File: config.mk
export PLATFORM = sky130hd
export DESIGN_NAME = eq2_run_detector
export DESIGN_NICKNAME = d
export VERILOG_FILES = /design/src/rtl/eq2_run_pkg.sv /design/src/rtl/eq2_cmp.sv /design/src/rtl/eq2_run_detector.sv
export SDC_FILE = /design/constraint.sdc
export NUM_CORES = 1
export LEC_CHECK = 0
export ABC_CLOCK_PERIOD_IN_PS = 2100
export CAP_MARGIN = 20
export CORE_MARGIN = 2
export CORE_UTILIZATION = 46
export DETAILED_ROUTE_END_ITERATION = 7
export PLACE_DENSITY = 0.89
export SLEW_MARGIN = 40
export SYNTH_ARGS = -nofsm -noshare
export SYNTH_HDL_FRONTEND = slang
export SYNTH_HIERARCHICAL = 1
export SYNTH_SLANG_ARGS = --single-unit
File: constraint.sdc
create_clock -name clk -period 2.1 [get_ports clk]
set_input_delay 0.525 -clock clk [delete_from_list [all_inputs] [get_ports clk]]
set_output_delay 0.525 -clock clk [all_outputs]
set_load 0.01 [all_outputs]
File: src/rtl/eq2_run_pkg.sv
// Shared types and constants for the 2-bit equal-run detector.
package eq2_run_pkg;

  typedef enum logic [1:0] {
    IDLE = 2'd0,
    RUN  = 2'd1,
    HIT  = 2'd2
  } state_t;

  localparam int unsigned DEF_RUN_LEN = 4;
  localparam int unsigned DEF_CNT_W   = 8;
  localparam int unsigned RUN_CNT_W   = 8;

endpackage

File: src/rtl/eq2_cmp.sv
// Purely combinational 2-bit equality compare.
module eq2_cmp (
  input  logic [1:0] a,
  input  logic [1:0] b,
  output logic       eq
);

  assign eq = (a == b);

endmodule

File: src/rtl/eq2_run_detector.sv
// Counts consecutive accepted samples with a==b; raises a hit event with
// valid/ready hand-off after RUN_LEN in a row and keeps a saturating hit count.
// Build option: define EQ2_RUN_OVERLAP_EN so a hand-off resumes at RUN_LEN-1,
// letting every further equal sample produce another hit.
module eq2_run_detector
  import eq2_run_pkg::*;
#(
  parameter int unsigned RUN_LEN = DEF_RUN_LEN,
  parameter int unsigned CNT_W   = DEF_CNT_W
) (
  input  logic                 clk,
  input  logic                 reset_n,
  input  logic                 clr,
  input  logic                 in_valid,
  output logic                 in_ready,
  input  logic [1:0]           a,
  input  logic [1:0]           b,
  output logic                 eq_q,
  output logic [RUN_CNT_W-1:0] run_cnt,
  output logic                 hit_valid,
  input  logic                 hit_ready,
  output logic [CNT_W-1:0]     hit_count
);

  localparam logic [RUN_CNT_W-1:0] RUN_LEN_C = RUN_CNT_W'(RUN_LEN);

  state_t               state, state_n;
  logic [RUN_CNT_W-1:0] run_cnt_n, run_inc;
  logic                 eq_n;
  logic [CNT_W-1:0]     hit_count_n;
  logic                 eq;
  logic                 accept;

  eq2_cmp u_cmp (
    .a  (a),
    .b  (b),
    .eq (eq)
  );

  // Samples are blocked while a hit is pending, so a hand-off never overlaps an accept.
  assign in_ready  = (state != HIT);
  assign hit_valid = (state == HIT);
  assign accept    = in_valid && in_ready;
  assign run_inc   = run_cnt + 1'b1;

  // State and datapath registers; reset beats everything.
  always_ff @(posedge clk) begin
    if (!reset_n) begin
      state     <= IDLE;
      run_cnt   <= '0;
      eq_q      <= 1'b0;
      hit_count <= '0;
    end else begin
      state     <= state_n;
      run_cnt   <= run_cnt_n;
      eq_q      <= eq_n;
      hit_count <= hit_count_n;
    end
  end

  // Next-state logic: clear first, then accept in IDLE/RUN or hand-off in HIT.
  always_comb begin
    state_n     = state;
    run_cnt_n   = run_cnt;
    eq_n        = eq_q;
    hit_count_n = hit_count;
    if (clr) begin
      state_n     = IDLE;
      run_cnt_n   = '0;
      eq_n        = 1'b0;
      hit_count_n = '0;
    end else begin
      case (state)
        IDLE, RUN: begin
          if (accept) begin
            eq_n = eq;
            if (eq) begin
              // run_cnt is 0 in IDLE, so the same increment covers both states
              run_cnt_n = run_inc;
              state_n   = (run_inc == RUN_LEN_C) ? HIT : RUN;
            end else begin
              run_cnt_n = '0;
              state_n   = IDLE;
            end
          end
        end
        HIT: begin
          if (hit_ready) begin
            if (hit_count != {CNT_W{1'b1}}) hit_count_n = hit_count + 1'b1;
`ifdef EQ2_RUN_OVERLAP_EN
            state_n   = RUN;
            run_cnt_n = RUN_LEN_C - 1'b1;
`else
            state_n   = IDLE;
            run_cnt_n = '0;
`endif
          end
        end
        default: begin
          state_n   = IDLE;
          run_cnt_n = '0;
        end
      endcase
    end
  end

endmodule

==> results.py <==
metrics = {
    "yosys": {
        "synth_nets": 119,
        "avgSynthCellArea_um2": 8.89,
        "synth-seq-cells": 19,
        "yosys_warnings": 6,
        "seq_area_frac_synth_pct": 39.6,
        "ys_types": 36,
        "syn_area_um2": 960,
        "syn_inst": 108,
    },
    "sta": {
        "setup_violations": 0,
        "fin_crit_sh_pct": 94.8,
        "worstMarginPinSlew_ns": 0.366,
        "fin_hold_ws_ns": 0.504,
        "fin_crit_ns": 1.99,
        "relSlewSlack_pct": 75.3,
        "rsz0062_at_grt": "false",
        "clock_skew_ns": 0.00532,
        "clock.fmax_ghz": 0.502,
        "finalHoldViolations": 0,
        "slew_violations": 0,
        "setup_ws_ns": 0.109,
        "finalSetupTns_ns": 0,
    },
    "grt": {
        "grt_overflow": 0,
        "antenna_found_initial": 0,
        "first_global_vias": 902,
        "grt_first_pass_wirelength_mm": 3.95,
        "track_usage_pct": 20.4,
        "grt_start_max_net_pins": 15,
    },
    "worst_hold_path": {
        "min-delay-start": "eq_q",
        "whs_endpoint": "eq_q",
        "worstHoldPathType": "reg2reg",
        "min_path_cells": 2,
    },
    "clock_network": {
        "cts_made_buffers": 3,
        "htree_levels": 1,
        "cts_tree": "built",
        "cts_sinks": 19,
        "cts_buffer_depth": 2,
        "clock-root-buffer": "clkbuf_4",
        "clkTransAtPathRegs_ns": 0.11,
        "clock_latency_ns": 0.29,
        "cts_setup_buffers": 0,
        "hold_buffers": 0,
    },
    "die": {
        "die_h_um": 49.7,
        "die_w_um": 49.7,
        "fp.coreArea_mm2": 0.00196,
        "io_pins": 28,
        "start_util_pct": 48.9,
        "core.rowCount": 16,
        "die_area_mm2": 0.00247,
    },
    "layout": {
        "finish.utilization_pct": 67.0,
        "num_antenna_cells": 0,
        "nets": 153,
        "drive_gt1_share_pct": 11.3,
        "area.growth.synth_to_final_pct": 36.9,
    },
    "setup_path": {
        "timing.rr.start": "hit_count[0]",
        "slowest_stage": "clkdlybuf4s50_1",
        "r2r_cells": 5,
        "crit_family": "buffers and inverters",
        "startpoint": "state[1]",
        "cp_data_arrival_time_ns": 1.47,
        "critPathMaxStageDelay_ns": 0.54,
        "regToRegSetupSlack_ns": 0.53,
        "reg2reg_to": "hit_count[1]",
        "end_kind": "output port",
        "start_kind": "flip-flop",
        "crit_fanout": 7,
        "critical_path_class": "reg2out",
        "cp_num_buf_inv": 2,
        "cp_cell_sequence": "nand2b_1 > inv_1 > clkdlybuf4s50_1",
        "required_ns": 1.57,
    },
    "power_and_ir_drop": {
        "p_leak_nw": 0.491,
        "ir_drop_mv": 0.386,
        "pwr_density_cell_mw_per_mm2": 463,
        "total_power_mw": 0.608,
    },
    "route": {
        "wl_per_cell_um": 14.0,
        "drc_errors": 0,
        "avgViaCountPerCell": 5.56,
        "drt-initial-drc-count": 17,
        "ant_nets": 0,
        "wl_mm": 2.35,
        "vias": 934,
        "drt_first_pass_iters": 4,
    },
    "place": {
        "place_congestion": 0.855,
        "pre_cts_slack_ns": -0.186,
        "dp_hpwl_mm": 1.78,
        "port_buffers": 27,
    },
    "run_status": {
        "status": "finished clean",
    },
    "run": {
        "cap_viol_max_count": 0,
    },
}
-- placed cells by master (no fill, tap or decap), types with 2 or more instances in the layout --
master	n
nand2_1	4
dfxtp_1	18
inv_1	3
or4b_1	2
buf_4	4
ha_1	2
and3_1	4
a21oi_1	9
o211ai_1	2
nand3_1	2
clkdlybuf4s50_1	27
nand2b_1	2
a31oi_1	5
o21ai_0	8
xor2_1	6
clkbuf_4	3
nor2_1	14
nor3_1	2
or3_1	2
nand3b_1	2
-- cells in the mapped netlist, drive strengths merged --
cell type / instances / area share, %
a211oi: 1 / 0.78
a21oi: 9 / 4.7
a22oi: 1 / 0.78
a311oi: 1 / 0.91
a31oi: 5 / 3.3
and3: 5 / 3.4
and3b: 1 / 1.0
and4: 1 / 0.91
clkbuf: 2 / 0.78
dfxtp: 19 / 40
ha: 2 / 2.6
inv: 4 / 1.6
mux2i: 1 / 1.0
nand2: 4 / 1.6
nand2b: 2 / 1.3
nand3: 2 / 1.0
nand3b: 3 / 3.7
nand4: 1 / 1.3
nor2: 14 / 5.5
nor2b: 1 / 0.65
nor3: 2 / 1.0
nor3b: 1 / 1.3
nor4b: 1 / 0.91
o211ai: 3 / 3.8
o21a: 1 / 0.78
o21ai: 9 / 4.7
o22a: 1 / 0.91
o22ai: 1 / 1.3
or3: 2 / 1.3
or4b: 2 / 2.1
xor2: 6 / 5.5
-- flip-flops by register name, summed over array words and instances (netlist names) --
| signal | count |
|---|---|
| hit_count | 8 |
| run_cnt | 8 |
| state | 2 |
| eq_q | 1 |
-- report_power, final --
| group | switching [mW] | internal, mW | total [mW] |
|---|---|---|---|
| Combinational | 0.0295 | 0.0314 | 0.0609 |
| Sequential | 0.00137 | 0.362 | 0.363 |
| Clock | 0.110 | 0.0738 | 0.184 |
| Total | 0.141 | 0.467 | 0.608 |
-- repair_timing --
action,in CTS,in global routing
endpoints found under the hold margin,0,0
resized for setup,1,0
setup endpoints to repair,1,0
-- per-layer routing --
metal | global-route usage, % | routed length (um) | share of wire [%] | vias up
li1 | - | - | - | 462
met1 | 25.1 | 1060 | 45 | 446
met2 | 35.3 | 1180 | 50 | 24
met3 | 2.73 | 89 | 3.8 | 2
met4 | 8.80 | 19 | 0.81 | 0
met5 | 0 | 0 | 0 | -
-- worst register-to-register path, cell delays in order, from the launching register on --
cell and delay [ns]:
dfxtp_1 0.40, ha_1 0.22, nand3_1 0.19, o21ai_0 0.37, mux2i_1 0.23, nor2_1 0.05
-- area by class of cell --
cell class / count / area [um2]
inverters: 4 / 15.0
flip-flops and latches: 19 / 382
clock buffers: 4 / 26.3
multi-input cells: 83 / 557
well taps: 27 / 33.8
repair buffers: 31 / 300
fillers: 169 / 648
-- kinds of logic after synthesis --
family | share of synthesized area (%)
compound gates | 21.9
xor+xnor | 5.48
fa+ha+maj | 2.61
buf+inv | 2.35
flops | 39.6
mux | 1.04
simple gates | 27.0
-- worst max path at each step --
stage	to	cells past startpoint
6_report	hit_valid	3
5_1_grt	hit_valid	3
2_1_floorplan	run_cnt[7]	5
3_3_place_gp	run_cnt[7]	6
4_1_cts	hit_valid	3
3_5_place_dp	run_cnt[7]	6
-- stage by stage --
stage | cells | instance area [um2]
after floorplan | 108 | 960
after global placement | 164 | 1290
after detailed placement | 164 | 1290
after CTS | 168 | 1310
after global routing | 168 | 1310
final | 168 | 1310
No activity file was read; power rests on OpenSTA's default activity.
